`config.mk`:
```
export PLATFORM = sky130hd
export DESIGN_NAME = mlaccel_memarb
export DESIGN_NICKNAME = d
export VERILOG_FILES = /design/src/rtl/mlaccel_memarb.sv
export SDC_FILE = /design/constraint.sdc
export NUM_CORES = 1
export LEC_CHECK = 0
export ABC_AREA = 1
export BUFFER_PORTS_ARGS = -buffer_cell sky130_fd_sc_hd__buf_2
export CAP_MARGIN = 20
export CORE_ASPECT_RATIO = 0.7
export CORE_MARGIN = 4
export CORE_UTILIZATION = 25
export DETAILED_ROUTE_END_ITERATION = 7
export PLACE_DENSITY_LB_ADDON = 0.1
export SYNTH_ARGS = -nofsm -noshare
export SYNTH_HDL_FRONTEND = slang
export SYNTH_SLANG_ARGS = --single-unit
export TNS_END_PERCENT = 100
```
`constraint.sdc`:
```
create_clock -name clock -period 4.6 [get_ports clock]
set_clock_uncertainty 0.1 [all_clocks]
set_input_delay 0.92 -clock clock [delete_from_list [all_inputs] [get_ports clock]]
set_output_delay 0.92 -clock clock [all_outputs]
set_load 0.02 [all_outputs]
```
`src/rtl/mlaccel_memarb.sv`:
```
// mlaccel_memarb: shares the single-port 64-bit main memory between the host command engine
// and the compute sequencer. Optional performance counters are built when MLACCEL_MEMARB_PERF_EN is defined.
module mlaccel_memarb #(
  parameter int COMP_BURST = 4
) (
  input  logic        clock,
  input  logic        reset,
  input  logic        host_read,
  input  logic        host_write,
  input  logic [15:0] host_addr,
  input  logic [63:0] host_wdata,
  input  logic [7:0]  host_wtags,
  output logic        host_done,
  output logic [63:0] host_rdata,
  input  logic        comp_valid,
  output logic        comp_ready,
  input  logic        comp_write,
  input  logic [15:0] comp_addr,
  input  logic [63:0] comp_wdata,
  input  logic [7:0]  comp_wen,
  output logic        comp_rvalid,
  output logic [63:0] comp_rdata,
  output logic [15:0] mem_addr,
  output logic [7:0]  mem_wen,
  output logic [63:0] mem_wdata,
  input  logic [63:0] mem_rdata
`ifdef MLACCEL_MEMARB_PERF_EN
  ,
  input  logic        perf_clear,
  output logic [15:0] perf_host_grants,
  output logic [15:0] perf_comp_grants,
  output logic [15:0] perf_comp_stalls
`endif
);

  localparam logic [3:0] BURST_MAX = 4'(COMP_BURST);

  typedef struct packed {
    logic valid;
    logic comp;
    logic read;
  } tag_t;

  logic       host_busy;
  logic [3:0] burst_cnt;
  logic       host_pend;
  logic       host_gnt;
  logic       comp_gnt;
  tag_t       tag_issue;
  tag_t       tag_mem;

  // Grant selection: compute wins a contended cycle until its burst allowance is used up.
  always_comb begin
    host_pend = (host_read | host_write) & ~host_busy & ~host_done;
    host_gnt  = 1'b0;
    comp_gnt  = 1'b0;
    if (comp_valid && (!host_pend || (burst_cnt < BURST_MAX))) begin
      comp_gnt = 1'b1;
    end else if (host_pend) begin
      host_gnt = 1'b1;
    end else begin
      comp_gnt = 1'b0;
    end
  end

  assign comp_ready = comp_gnt & ~reset;

  // Memory command registers, tag pipeline, response capture and arbitration state.
  always_ff @(posedge clock) begin
    if (reset) begin
      mem_addr    <= 16'h0000;
      mem_wen     <= 8'h00;
      mem_wdata   <= 64'h0;
      tag_issue   <= '0;
      tag_mem     <= '0;
      host_done   <= 1'b0;
      comp_rvalid <= 1'b0;
      host_rdata  <= 64'h0;
      comp_rdata  <= 64'h0;
      host_busy   <= 1'b0;
      burst_cnt   <= 4'd0;
    end else begin
      if (host_gnt) begin
        mem_addr  <= host_addr;
        mem_wen   <= host_write ? host_wtags : 8'h00;
        mem_wdata <= host_wdata;
      end else if (comp_gnt) begin
        mem_addr  <= comp_addr;
        mem_wen   <= comp_write ? comp_wen : 8'h00;
        mem_wdata <= comp_wdata;
      end else begin
        mem_wen   <= 8'h00;
      end

      tag_issue.valid <= host_gnt | comp_gnt;
      tag_issue.comp  <= comp_gnt;
      tag_issue.read  <= host_gnt ? host_read : ~comp_write;
      tag_mem         <= tag_issue;

      // tag_mem describes the access whose data is on mem_rdata this cycle
      host_done   <= tag_mem.valid & ~tag_mem.comp;
      comp_rvalid <= tag_mem.valid & tag_mem.comp & tag_mem.read;
      if (tag_mem.valid && !tag_mem.comp && tag_mem.read) begin
        host_rdata <= mem_rdata;
      end else begin
        host_rdata <= host_rdata;
      end
      if (tag_mem.valid && tag_mem.comp && tag_mem.read) begin
        comp_rdata <= mem_rdata;
      end else begin
        comp_rdata <= comp_rdata;
      end

      if (host_gnt) begin
        host_busy <= 1'b1;
      end else if (host_done) begin
        host_busy <= 1'b0;
      end else begin
        host_busy <= host_busy;
      end

      if (host_gnt || !host_pend) begin
        burst_cnt <= 4'd0;
      end else if (comp_gnt) begin
        burst_cnt <= burst_cnt + 4'd1;
      end else begin
        burst_cnt <= burst_cnt;
      end
    end
  end

`ifdef MLACCEL_MEMARB_PERF_EN
  function automatic logic [15:0] sat_inc(input logic [15:0] cnt, input logic en);
    if (en && (cnt != 16'hFFFF)) begin
      return cnt + 16'd1;
    end else begin
      return cnt;
    end
  endfunction

  // Saturating grant and stall counters.
  always_ff @(posedge clock) begin
    if (reset || perf_clear) begin
      perf_host_grants <= 16'h0000;
      perf_comp_grants <= 16'h0000;
      perf_comp_stalls <= 16'h0000;
    end else begin
      perf_host_grants <= sat_inc(perf_host_grants, host_gnt);
      perf_comp_grants <= sat_inc(perf_comp_grants, comp_gnt);
      perf_comp_stalls <= sat_inc(perf_comp_stalls, comp_valid & ~comp_ready);
    end
  end
`endif

endmodule

```
# After elaboration in Yosys (flattened, before gate mapping)
# Index checks and enable logic that the tools add are counted.
dict set report totals {
  ff_bits 229
  elab_cells 56
  out_inout_bits 219
}
dict set report classes {
  addsub 1
  muxes 14
  bitwise_logic 13
  reduce_logical 12
  n_lt_le_gt_ge 1
}
# cell count
set ops {}
lappend ops {{$mux 64} 2}
lappend ops {{$mux 16} 2}
lappend ops {{$mux 8} 4}
lappend ops {{$and 1x1->1} 6}
lappend ops {{$mux 1} 6}
lappend ops {{$logic_and 1x1->1} 5}
lappend ops {{$not 1->1} 5}
lappend ops {{$add 4x1->4 const B} 1}
lappend ops {{$lt 4x3->1 const B} 1}
lappend ops {{$reduce_bool 2->1} 2}
lappend ops {{$logic_not 1->1} 2}
lappend ops {{$logic_or 1x1->1} 2}
lappend ops {{$or 1x1->1} 2}
lappend ops {{$reduce_or 2->1} 1}

# Logic depth before layout (Yosys ltp)
# Gate-level depths: netlist of run 1.
dict set report logic_depth {
  ltp_word 9
  depth_mapped 9
}

# Worst setup path before layout of run 1
# Ideal clock, no wire load.
dict set report synth_path {
  path_type {input to output}
  start {in host_write}
  end {out comp_ready}
  n_path_buf 2
  path_stages 7
  t_arrival_ps 1793
  slack_ps 1787
  t_required_ps 3580
  path_cell_list {buf_4 nor2_1 nor2_1 buf_4 nand2_1 nand2_1 nor2_1}
}
dict set report synth_between {
  elab_chain_len 8
}
# element line
set synth_rtl {}
lappend synth_rtl {{from (decl)} 9} ;# input logic host_write,
lappend synth_rtl {{$or 1x1->1} 54} ;# host_pend = (host_read | host_write) & ~host_busy & ~host_done;
lappend synth_rtl {{$and 1x1->1 (2 in a row)} 54}
lappend synth_rtl {{$logic_not 1->1} 57} ;# if (comp_valid && (!host_pend || (burst_cnt < BURST_MAX))) begin
lappend synth_rtl {{$logic_or 1x1->1} 57}
lappend synth_rtl {{$logic_and 1x1->1} 57}
lappend synth_rtl {{$mux 1} 57}
lappend synth_rtl {{$and 1x1->1} 66} ;# assign comp_ready = comp_gnt & ~reset;
lappend synth_rtl {{to (decl)} 16} ;# output logic comp_ready,
# Every way passes these cells.

# Worst setup path in the final report of run 1
# Ends and elaborated chain as after synthesis.

==> results of run 1 <==
## routing by layer
metal / share of wire (%) / routed length [um] / up-vias
met5: 0.042 / 16 / -
li1: - / - / 5131
met1: 45 / 17200 / 4510
met4: 3.2 / 1230 / 2
met3: 4.5 / 1720 / 64
met2: 48 / 18400 / 262
## cell usage in the layout (no fill, tap or decap)
cell | netlist | final
a21oi_1 | 75 | 75
a21oi_4 | 0 | 1
and2_1 | 1 | 1
buf_12 | 0 | 3
buf_2 | 25 | 464
buf_4 | 4 | 21
bufinv_16 | 0 | 1
clkbuf_1 | 67 | 8
clkbuf_16 | 0 | 27
clkbuf_8 | 0 | 7
clkinv_2 | 0 | 5
conb_1 | 1 | 1
dfxtp_1 | 229 | 229
diode_2 | 0 | 7
ha_1 | 1 | 1
inv_1 | 241 | 240
inv_2 | 2 | 2
inv_8 | 0 | 1
nand2_1 | 263 | 262
nand2_4 | 0 | 1
nand3_1 | 83 | 82
nand3_4 | 0 | 1
nand3b_1 | 8 | 8
nand4_1 | 1 | 1
nor2_1 | 140 | 138
nor2_4 | 0 | 2
nor3_4 | 1 | 1
nor3b_1 | 1 | 1
o211ai_1 | 88 | 88
o21ai_0 | 130 | 130
o21ai_4 | 0 | 1
## final cells by class
type | count | area (sq um)
tap | 488 | 611
fill | 4127 | 24300
multi-input combinational | 795 | 3790
clock inverter | 6 | 61.3
clock buffer | 42 | 802
antenna | 7 | 17.5
sequential | 229 | 4580
inverter | 243 | 913
timing repair buffer | 488 | 2540
## cell usage after synthesis, drive strengths merged
cell,n
a21oi,76
and2,1
buf,33
clkbuf,67
conb,1
dfxtp,229
ha,1
inv,243
nand2,263
nand3,83
nand3b,8
nand4,1
nor2,140
nor3,1
nor3b,1
o211ai,88
o21ai,131
## logic make-up (layout without fill, tap and decap cells)
kind of cell	Yosys count	after routing	synth area share (%)
AOI/OAI and AO/OA	295	295	17.6
and+or+nand+nor	498	498	21.0
adders and majority gates	1	1	0.130
other	1	8	0.0388
buffers and inverters	343	779	13.8
DFF	229	229	47.5
## tightest hold or removal path: cells and delay by family (launching register included)
family / cells / cell delay, ns
flops: 1 / 0.30
simple gates: 1 / 0.03
buf+inv: 1 / 0.04
## state kept, by name (all words and copies together) (netlist names), 3 cells and up
register,flops
tag_issue,3
tag_mem,3
host_rdata,64
comp_rdata,64
mem_wdata,64
burst_cnt,4
mem_addr,16
mem_wen,8
## worst paths after layout
| path | endpoint | cells past startpoint | startpoint |
|---|---|---|---|
| worst min-delay path | tag_mem[2]$_SDFF_PP0_ | 2 | tag_issue[2]$_SDFF_PP0_ |
| worst min register to register | tag_mem[2]$_SDFF_PP0_ | 2 | tag_issue[2]$_SDFF_PP0_ |
| worst max-delay path | comp_ready | 7 | host_write |
| worst max register to register | mem_wdata[45]$_SDFFE_PP0P_ | 7 | burst_cnt[2]$_SDFFE_PP0P_ |
## power groups by stage
| stage | Sequential [mW] | Clock, mW | Combinational (mW) |
|---|---|---|---|
| floorplan | 2.31 | 0 | 0.318 |
| global placement | 2.19 | 0 | 0.798 |
| detailed placement | 2.19 | 0 | 0.799 |
| CTS | 2.14 | 2.21 | 0.802 |
| global route | 2.16 | 2.27 | 0.870 |
| finish | 2.14 | 2.12 | 0.790 |
==> flow_metrics.py, run 1 <==
metrics = {
    "worst_setup_path": {
        "cp.required_ns": 3.58,
        "start_kind": "primary input",
        "cp_max_fo": 11,
        "worstPathArrival_ns": 2.25,
        "slowest_stage": "nand2_1",
        "worstSetupPathType": "primary input to output port",
        "cpPeakStageDelay_ns": 0.30,
        "path_cells": "buf_2 -> nor2_1 -> nor2_4 -> nand2_1 -> nand2_1 -> nor2_1 -> buf_2",
        "path_delay_family": "simple AND/OR/NAND/NOR gates",
        "r2r_slack_ns": 2.11,
        "endpoint_kind": "output port",
        "critical_path_buf_inv_count": 2,
    },
    "sta": {
        "setup_viol": 0,
        "whs_ns": 0.303,
        "drv_slew": 0,
        "fin_crit_sh_pct": 71.1,
        "period_needed_ns": 3.27,
        "slew_headroom_pct": 27.6,
        "fmax_mhz": 306,
        "setup_tns_ns": 0,
        "rsz0062_at_grt": "false",
        "hold_viol": 0,
        "worst_slew_pin_slew_ns": 1.09,
        "setup_ws_ns": 1.33,
    },
    "clock_network": {
        "clockBufferDepth": 3,
        "cts_setup_buffers": 0,
        "cts_buffers": 27,
        "hold_buffers": 0,
        "ctsHtreeMaxLevel": 1,
        "clk_pin_slew_ns": 0.05,
        "clock_sinks": 229,
        "clk_latency_ns": 0.54,
        "cts_tree": "done",
        "cts_resized": 0,
        "cts_root_buffer": "clkbuf_16",
    },
    "logic_synthesis": {
        "avgSynthCellArea_sq_um": 7.07,
        "synth_area_sq_um": 9660,
        "syn_nets": 1614,
        "synth_area_leaders": "dfxtp_1, nand2_1, inv_1, o211ai_1, o21ai_0",
        "yosysSeqAreaShare_pct": 47.5,
        "ys_ff_latch": 229,
        "ys_warn_count": 0,
        "yosys.area.top_type": "dfxtp_1",
        "synth_top_area_share_pct": 47.5,
        "syn_inst": 1367,
        "ys_types": 22,
    },
    "power": {
        "cellLeakagePower_nw": 7.18,
        "clkPwrFrac_pct": 41.9,
        "switching_share_pct": 28.5,
        "vdd_drop_max_mv": 0.226,
        "p_total_mw": 5.05,
        "p_int_mw": 3.61,
        "p_per_area_nw_per_um2": 379,
        "pwr-share-seq_pct": 42.5,
        "power_frac_comb_pct": 15.6,
        "switchingPower_mw": 1.44,
    },
    "floorplan": {
        "initial_utilization_pct": 25.7,
        "top_level_ports": 465,
        "coreArea_sq_um": 37600,
        "die_h_um": 172,
        "rows": 59,
        "die-area_sq_um": 41900,
        "die_w_um": 243,
    },
    "layout": {
        "fin_util_pct": 35.4,
        "nets": 2031,
        "drive_above_1_share_pct": 29.8,
        "instances_no_fill": 2298,
        "final_area_sq_um": 13300,
        "synthToLayoutAreaGrowth_pct": 37.9,
    },
    "min_path": {
        "min_path_type": "register to register",
    },
    "outcome": {
        "outcome": "finished clean",
    },
    "drt": {
        "first_pass_iters": 4,
        "ant_nets": 0,
        "route.detailed.drc": 0,
        "drt_iter0_drc": 430,
        "routed_wl_um": 38500,
        "wire_per_inst_um": 16.8,
        "vias": 9969,
        "vias_per_cell": 4.34,
    },
    "flow_run": {
        "drv_cap": 0,
    },
    "global_routing": {
        "gr-usage-met1_pct": 22.7,
        "use_met2_pct": 28.8,
        "grt-ovfl-total": 0,
        "grt_pass1_wl_um": 57800,
        "use_met3_pct": 3.22,
        "antenna_found_initial": 9,
        "busiest_layer": "met2",
        "grt_max_degree": 98,
        "grt_usage_pct": 17.2,
        "grt_pass1_vias": 9700,
    },
    "placed_design": {
        "gp_congestion": 0.806,
        "dp_slack_ns": 1.37,
        "placed_area_sq_um": 12400,
        "hpwl_um": 27300,
        "placed_cells": 2242,
        "portBuffers": 464,
    },
}
Note: power is estimated with default switching activity, not from simulation.
==> inputs of run 2 (changes only) <==
==> constraint.sdc (replaced) <==
create_clock -name clock -period 3.4 [get_ports clock]
set_clock_uncertainty 0.1 [all_clocks]
set_input_delay 0.68 -clock clock [delete_from_list [all_inputs] [get_ports clock]]
set_output_delay 0.68 -clock clock [all_outputs]
set_load 0.02 [all_outputs]
==> flow_metrics.py, run 2 (same netlist as run 1, synthesis figures left out) <==
metrics = {
    "clock_network": {
        "ctsHtreeMaxLevel": 1,
        "cts_resized": 0,
        "clk_pin_slew_ns": 0.06,
        "hold_buffers": 0,
        "clock_sinks": 229,
        "cts_tree": "done",
        "clk_latency_ns": 0.54,
        "cts_buffers": 26,
        "clockBufferDepth": 3,
        "cts_setup_buffers": 0,
        "cts_root_buffer": "clkbuf_16",
    },
    "floorplan": {
        "die_w_um": 243,
        "die-area_sq_um": 41900,
        "coreArea_sq_um": 37600,
        "top_level_ports": 465,
        "rows": 59,
        "die_h_um": 172,
        "initial_utilization_pct": 25.7,
    },
    "worst_setup_path": {
        "endpoint_kind": "output port",
        "r2r-end": "mem_addr[10]$_SDFFE_PP0P_",
        "crit_start": "host_write",
        "worstSetupPathType": "primary input to output port",
        "cp.required_ns": 2.62,
        "start_kind": "primary input",
        "cp-endpoint": "comp_ready",
        "cp_max_fo": 11,
        "r2r_cells": 7,
        "rr_startpoint": "burst_cnt[2]$_SDFFE_PP0P_",
        "worstPathArrival_ns": 1.96,
        "r2r_slack_ns": 1.31,
    },
    "min_path": {
        "min_path_type": "primary input to register",
        "hold_start": "mem_rdata[37]",
    },
    "drt": {
        "dr_wl_met3_um": 1770,
        "vias_per_cell": 4.34,
        "drt_iter0_drc": 511,
        "vias": 9943,
        "routed.top_layer": "met4",
        "wl_met1_um": 17100,
        "wl_met2_um": 18000,
        "wire_per_inst_um": 16.6,
        "route.detailed.drc": 0,
        "ant_nets": 0,
        "routed_wl_um": 38100,
        "first_pass_iters": 5,
    },
    "placed_design": {
        "portBuffers": 464,
        "hpwl_um": 26800,
        "dp_slack_ns": 0.677,
        "gp_congestion": 0.799,
    },
    "layout": {
        "drive_above_1_share_pct": 29.7,
        "mostFrequentLayoutCells": "buf_2, nand2_1, inv_1, dfxtp_1, nor2_1",
        "regArea_sq_um": 4580,
        "fillers": 4187,
        "layout_commonest_cell": "buf_2",
        "nets": 2026,
        "multi_input_area_sq_um": 3790,
        "top_regs": "comp_rdata x64, host_rdata x64, mem_wdata x64",
        "synthToLayoutAreaGrowth_pct": 38.4,
    },
    "sta": {
        "period_needed_ns": 2.74,
        "drv_slew": 0,
        "setup_viol": 0,
        "setup_tns_ns": 0,
        "setup_ws_ns": 0.657,
        "slew_headroom_pct": 50.0,
        "fmax_mhz": 365,
        "worst_slew_pin_slew_ns": 0.750,
        "fin_crit_sh_pct": 80.7,
        "rsz0062_at_grt": "false",
        "hold_viol": 0,
    },
    "global_routing": {
        "grt-ovfl-total": 0,
        "grt_max_degree": 130,
        "grt_pass1_vias": 9552,
        "grt_pass1_wl_um": 57100,
        "grt_usage_pct": 17.0,
        "antenna_found_initial": 8,
    },
    "flow_run": {
        "drv_cap": 0,
    },
    "power": {
        "p_per_area_nw_per_um2": 513,
        "cellLeakagePower_nw": 7.18,
        "vdd_drop_max_mv": 0.312,
    },
    "outcome": {
        "outcome": "finished clean",
    },
}
-- run 2: final cells by class --
type	instances	area share (%)
flip-flops and latches	229	34.3
well taps	488	4.57
repair buffers	484	19.2
multi-input cells	795	28.4
clock buffers	42	6.22
diodes	8	0.150
clock inverters	3	0.300
inverters	243	6.83
-- run 2: routing by layer --
metal  vias to the layer above  global-route usage, %
met2                       253                   28.4
li1                       5126                      -
met5                         -                      0
met3                        61                   3.29
met1                      4503                   22.4
met4                         0                   5.59
-- run 2: how the worst min path moves through the flow --
stage                                  end  slack, ns  cells after the start
2_1_floorplan        tag_mem[0]$_SDFF_PP0_       0.29                      2
4_1_cts        host_rdata[34]$_SDFFE_PP0P_       0.24                      3
6_report       host_rdata[37]$_SDFFE_PP0P_       0.28                      3
3_5_place_dp         tag_mem[2]$_SDFF_PP0_       0.30                      2
5_1_grt        host_rdata[44]$_SDFFE_PP0P_       0.26                      3
3_3_place_gp         tag_mem[1]$_SDFF_PP0_       0.30                      2
-- run 2: stage by stage --
| step | instance area [sq um] | hold WS (ns) | utilization, % | power [mW] | std cells |
|---|---|---|---|---|---|
| 6_report | 13400 | 0.281 | 35.5 | 6.85 | 2292 |
| 5_1_grt | 13400 | 0.263 | 35.5 | 7.20 | 2290 |
| 4_1_cts | 13300 | 0.236 | 35.5 | 7.00 | 2284 |
| 3_5_place_dp | 12500 | 0.298 | 33.1 | 4.04 | 2239 |
| 3_3_place_gp | 12500 | 0.297 | 33.1 | 4.04 | 2239 |
| 2_1_floorplan | 9660 | 0.288 | - | 3.55 | 1367 |
-- run 2: worst max-delay path, stage by stage --
cell and delay, ns:
buf_2 0.17, nor2_1 0.20, nor2_4 0.08, nand2_1 0.32, nand2_1 0.16, nor2_1 0.16
buf_2 0.19
-- run 2: where the power goes --
| group | total, mW | switching, mW | internal, mW |
|---|---|---|---|
| logic | 1.07 | 0.696 | 0.373 |
| registers | 2.90 | 0.0709 | 2.83 |
| clock network | 2.88 | 1.15 | 1.73 |
| total | 6.85 | 1.92 | 4.94 |
==> inputs of run 3 (changes only) <==
--- a/config.mk
+++ b/config.mk
@@ -5,7 +5,7 @@
 export SDC_FILE = /design/constraint.sdc
 export NUM_CORES = 1
 export LEC_CHECK = 0
-export ABC_AREA = 1
+export ABC_AREA = 0
 export BUFFER_PORTS_ARGS = -buffer_cell sky130_fd_sc_hd__buf_2
 export CAP_MARGIN = 20
 export CORE_ASPECT_RATIO = 0.7
==> constraint.sdc (replaced) <==
create_clock -name clock -period 2.48 [get_ports clock]
set_clock_uncertainty 0.1 [all_clocks]
set_input_delay 0.496 -clock clock [delete_from_list [all_inputs] [get_ports clock]]
set_output_delay 0.496 -clock clock [all_outputs]
set_load 0.02 [all_outputs]
==> flow_metrics.py, run 3 <==
metrics = {
    "floorplan": {
        "top_level_ports": 465,
        "die-area_sq_um": 36900,
        "die_h_um": 162,
        "die_w_um": 228,
        "initial_utilization_pct": 25.3,
        "rows": 56,
        "coreArea_sq_um": 33400,
    },
    "drt": {
        "ant_nets": 0,
        "route.detailed.drc": 0,
        "first_pass_iters": 4,
        "wire_per_inst_um": 18.7,
        "vias": 7879,
        "routed_wl_um": 33400,
        "vias_per_cell": 4.41,
        "drt_iter0_drc": 414,
    },
    "sta": {
        "fin_crit_sh_pct": 90.3,
        "setup_viol": 0,
        "drv_slew": 0,
        "slew_headroom_pct": 50.5,
        "rsz0062_at_grt": "false",
        "setup_tns_ns": 0,
        "fmax_mhz": 447,
        "period_needed_ns": 2.24,
        "hold_viol": 0,
        "worst_slew_pin_slew_ns": 0.742,
    },
    "logic_synthesis": {
        "async_flop_share_pct": 0,
        "synth-simple-area-share_pct": 13.5,
        "ys_ff_latch": 229,
        "synth_common_cells": "nand2_1, dfxtp_1, a21oi_1",
        "synth.mux.area_fraction_pct": 9.59,
        "synth_xor_area_share_pct": 0,
        "yosys.area.top_type": "dfxtp_1",
        "synth_top_family_by_area": "compound AO/OA/AOI/OAI gates",
        "syn_inst": 897,
        "syn_nets": 1144,
        "ys.flop_type": "dfxtp_1",
        "synth_fa_ha_area_share_pct": 0.148,
        "ys_warn_count": 0,
        "synth-edff-count": 0,
        "synth_area_leaders": "dfxtp_1, nand2_1, mux2i_1, o2bb2ai_1, a21oi_1",
        "yosysSeqAreaShare_pct": 54.2,
        "avgSynthCellArea_sq_um": 9.43,
        "synth_area_sq_um": 8460,
        "synth_top_area_share_pct": 54.2,
        "yosysMostFrequentCell": "nand2_1",
        "synth_compound_area_share_pct": 17.4,
        "ys_types": 29,
    },
    "clock_network": {
        "clockBufferDepth": 3,
        "cts_tree": "done",
        "clk_pin_slew_ns": 0.06,
        "cts_setup_buffers": 0,
        "clk_latency_ns": 0.53,
        "cts_resized": 0,
        "clock_sinks": 229,
        "cts_root_buffer": "clkbuf_16",
        "ctsHtreeMaxLevel": 1,
        "cts_buffers": 26,
        "hold_buffers": 0,
    },
    "worst_setup_path": {
        "worstSetupPathType": "register to output port",
        "path_delay_family": "simple AND/OR/NAND/NOR gates",
        "cp_max_fo": 5,
        "cp.required_ns": 1.88,
        "r2r_cells": 6,
        "r2r-end": "mem_wdata[38]$_SDFFE_PP0P_",
        "path_cells": "nor3_2 -> a21oi_1 -> buf_2",
        "r2r_slack_ns": 0.58,
        "start_kind": "register",
        "critical_path_buf_inv_count": 1,
        "rr_startpoint": "burst_cnt[3]$_SDFFE_PP0P_",
        "slowest_stage": "nor3_2",
        "cpPeakStageDelay_ns": 0.44,
        "endpoint_kind": "output port",
        "worstPathArrival_ns": 1.64,
    },
    "layout": {
        "instances_no_fill": 1788,
        "diodes": 0,
        "synthToLayoutAreaGrowth_pct": 42.0,
        "mostFrequentLayoutCells": "buf_2, nand2_1, dfxtp_1, a21oi_1, mux2i_1",
        "drive_above_1_share_pct": 39.4,
        "layout_commonest_cell": "buf_2",
        "top_regs": "comp_rdata x64, host_rdata x64, mem_wdata x64",
        "nets": 1584,
    },
    "global_routing": {
        "gr-usage-met1_pct": 23.2,
        "busiest_layer": "met2",
        "use_met3_pct": 4.68,
        "grt-ovfl-total": 0,
        "grt_pass1_vias": 7867,
        "grt_usage_pct": 17.1,
        "grt_pass1_wl_um": 50100,
        "use_met2_pct": 27.8,
        "grt_max_degree": 142,
        "antenna_found_initial": 1,
    },
    "min_path": {
        "min_path_cells": 3,
        "hold_start": "comp_wen[5]",
        "hold_end": "mem_wen[5]$_SDFF_PP0_",
        "min_path_type": "primary input to register",
    },
    "power": {
        "vdd_drop_max_mv": 0.398,
        "cellLeakagePower_nw": 5.43,
        "p_per_area_nw_per_um2": 735,
    },
    "placed_design": {
        "portBuffers": 464,
        "placed_cells": 1744,
        "gp_congestion": 0.768,
        "hpwl_um": 24200,
    },
    "outcome": {
        "outcome": "finished clean",
    },
    "flow_run": {
        "drv_cap": 0,
    },
}
## run 3: cell count changes after synthesis, moves of 12 or more
cell       delta
a21oi_1      +56
buf_2        -24
clkbuf_1     -12
inv_1       -238
mux2i_1      +81
nand3_1      -82
nor2_1      -126
o211ai_1     -88
o21ai_0     -130
o2bb2ai_1    +80
## run 3: routing by layer
layer / routed length [um] / share of wire (%)
met1: 15200 / 45
met4: 599 / 1.8
met2: 15500 / 46
met3: 2160 / 6.4
met5: 12 / 0.036
## run 3: report_power, final
part / switching, mW / total (mW) / internal, mW / leakage (nW)
sequential: 0.0903 / 3.94 / 3.85 / 1.87
clock: 1.54 / 3.72 / 2.18 / 0.405
combinational: 0.680 / 1.17 / 0.487 / 3.15
## run 3: worst max path at each step
| stage | startpoint | end | cells after the start |
|---|---|---|---|
| 2_1_floorplan | host_write | mem_addr[0]$_SDFFE_PP0P_ | 7 |
| 3_3_place_gp | host_write | mem_wdata[42]$_SDFFE_PP0P_ | 7 |
| 3_5_place_dp | host_write | mem_wdata[35]$_SDFFE_PP0P_ | 7 |
| 4_1_cts | host_done$_SDFF_PP0_ | comp_ready | 3 |
| 5_1_grt | host_done$_SDFF_PP0_ | comp_ready | 3 |
| 6_report | host_done$_SDFF_PP0_ | comp_ready | 3 |
## run 3: final cells by class
| class | count | area (sq um) |
|---|---|---|
| clock buffer | 39 | 791 |
| clock inverter | 5 | 27.5 |
| fill | 3507 | 21400 |
| inverter | 3 | 11.3 |
| multi-input combinational | 594 | 3470 |
| sequential | 229 | 4580 |
| tap | 435 | 544 |
| timing repair buffer | 483 | 2580 |
## run 3: kinds of logic after synthesis
logic type,after synthesis
buf+inv,74
flops,229
simple gates,289
other cells,1
mux,81
fa+ha+maj,1
compound gates,222
## run 3: tightest hold or removal path: cells and delay by family
family / cells / cell delay (ns)
buffers and inverters: 1 / 0.08
AO/OA/AOI/OAI: 1 / 0.05
AND/OR/NAND/NOR: 1 / 0.07
## run 3: through the flow
step | hold WS (ns) | area (sq um) | worst slack (ns) | total power [mW] | utilization, %
4_1_cts | 0.0624 | 12000 | 0.180 | 9.02 | 35.9
3_3_place_gp | 0.315 | 11200 | 0.325 | 5.20 | 33.5
5_1_grt | 0.0833 | 12000 | 0.132 | 9.25 | 35.9
6_report | 0.0979 | 12000 | 0.242 | 8.83 | 35.9
2_1_floorplan | 0.298 | 8460 | 0.661 | 4.70 | -
3_5_place_dp | 0.316 | 11200 | 0.286 | 5.20 | 33.5
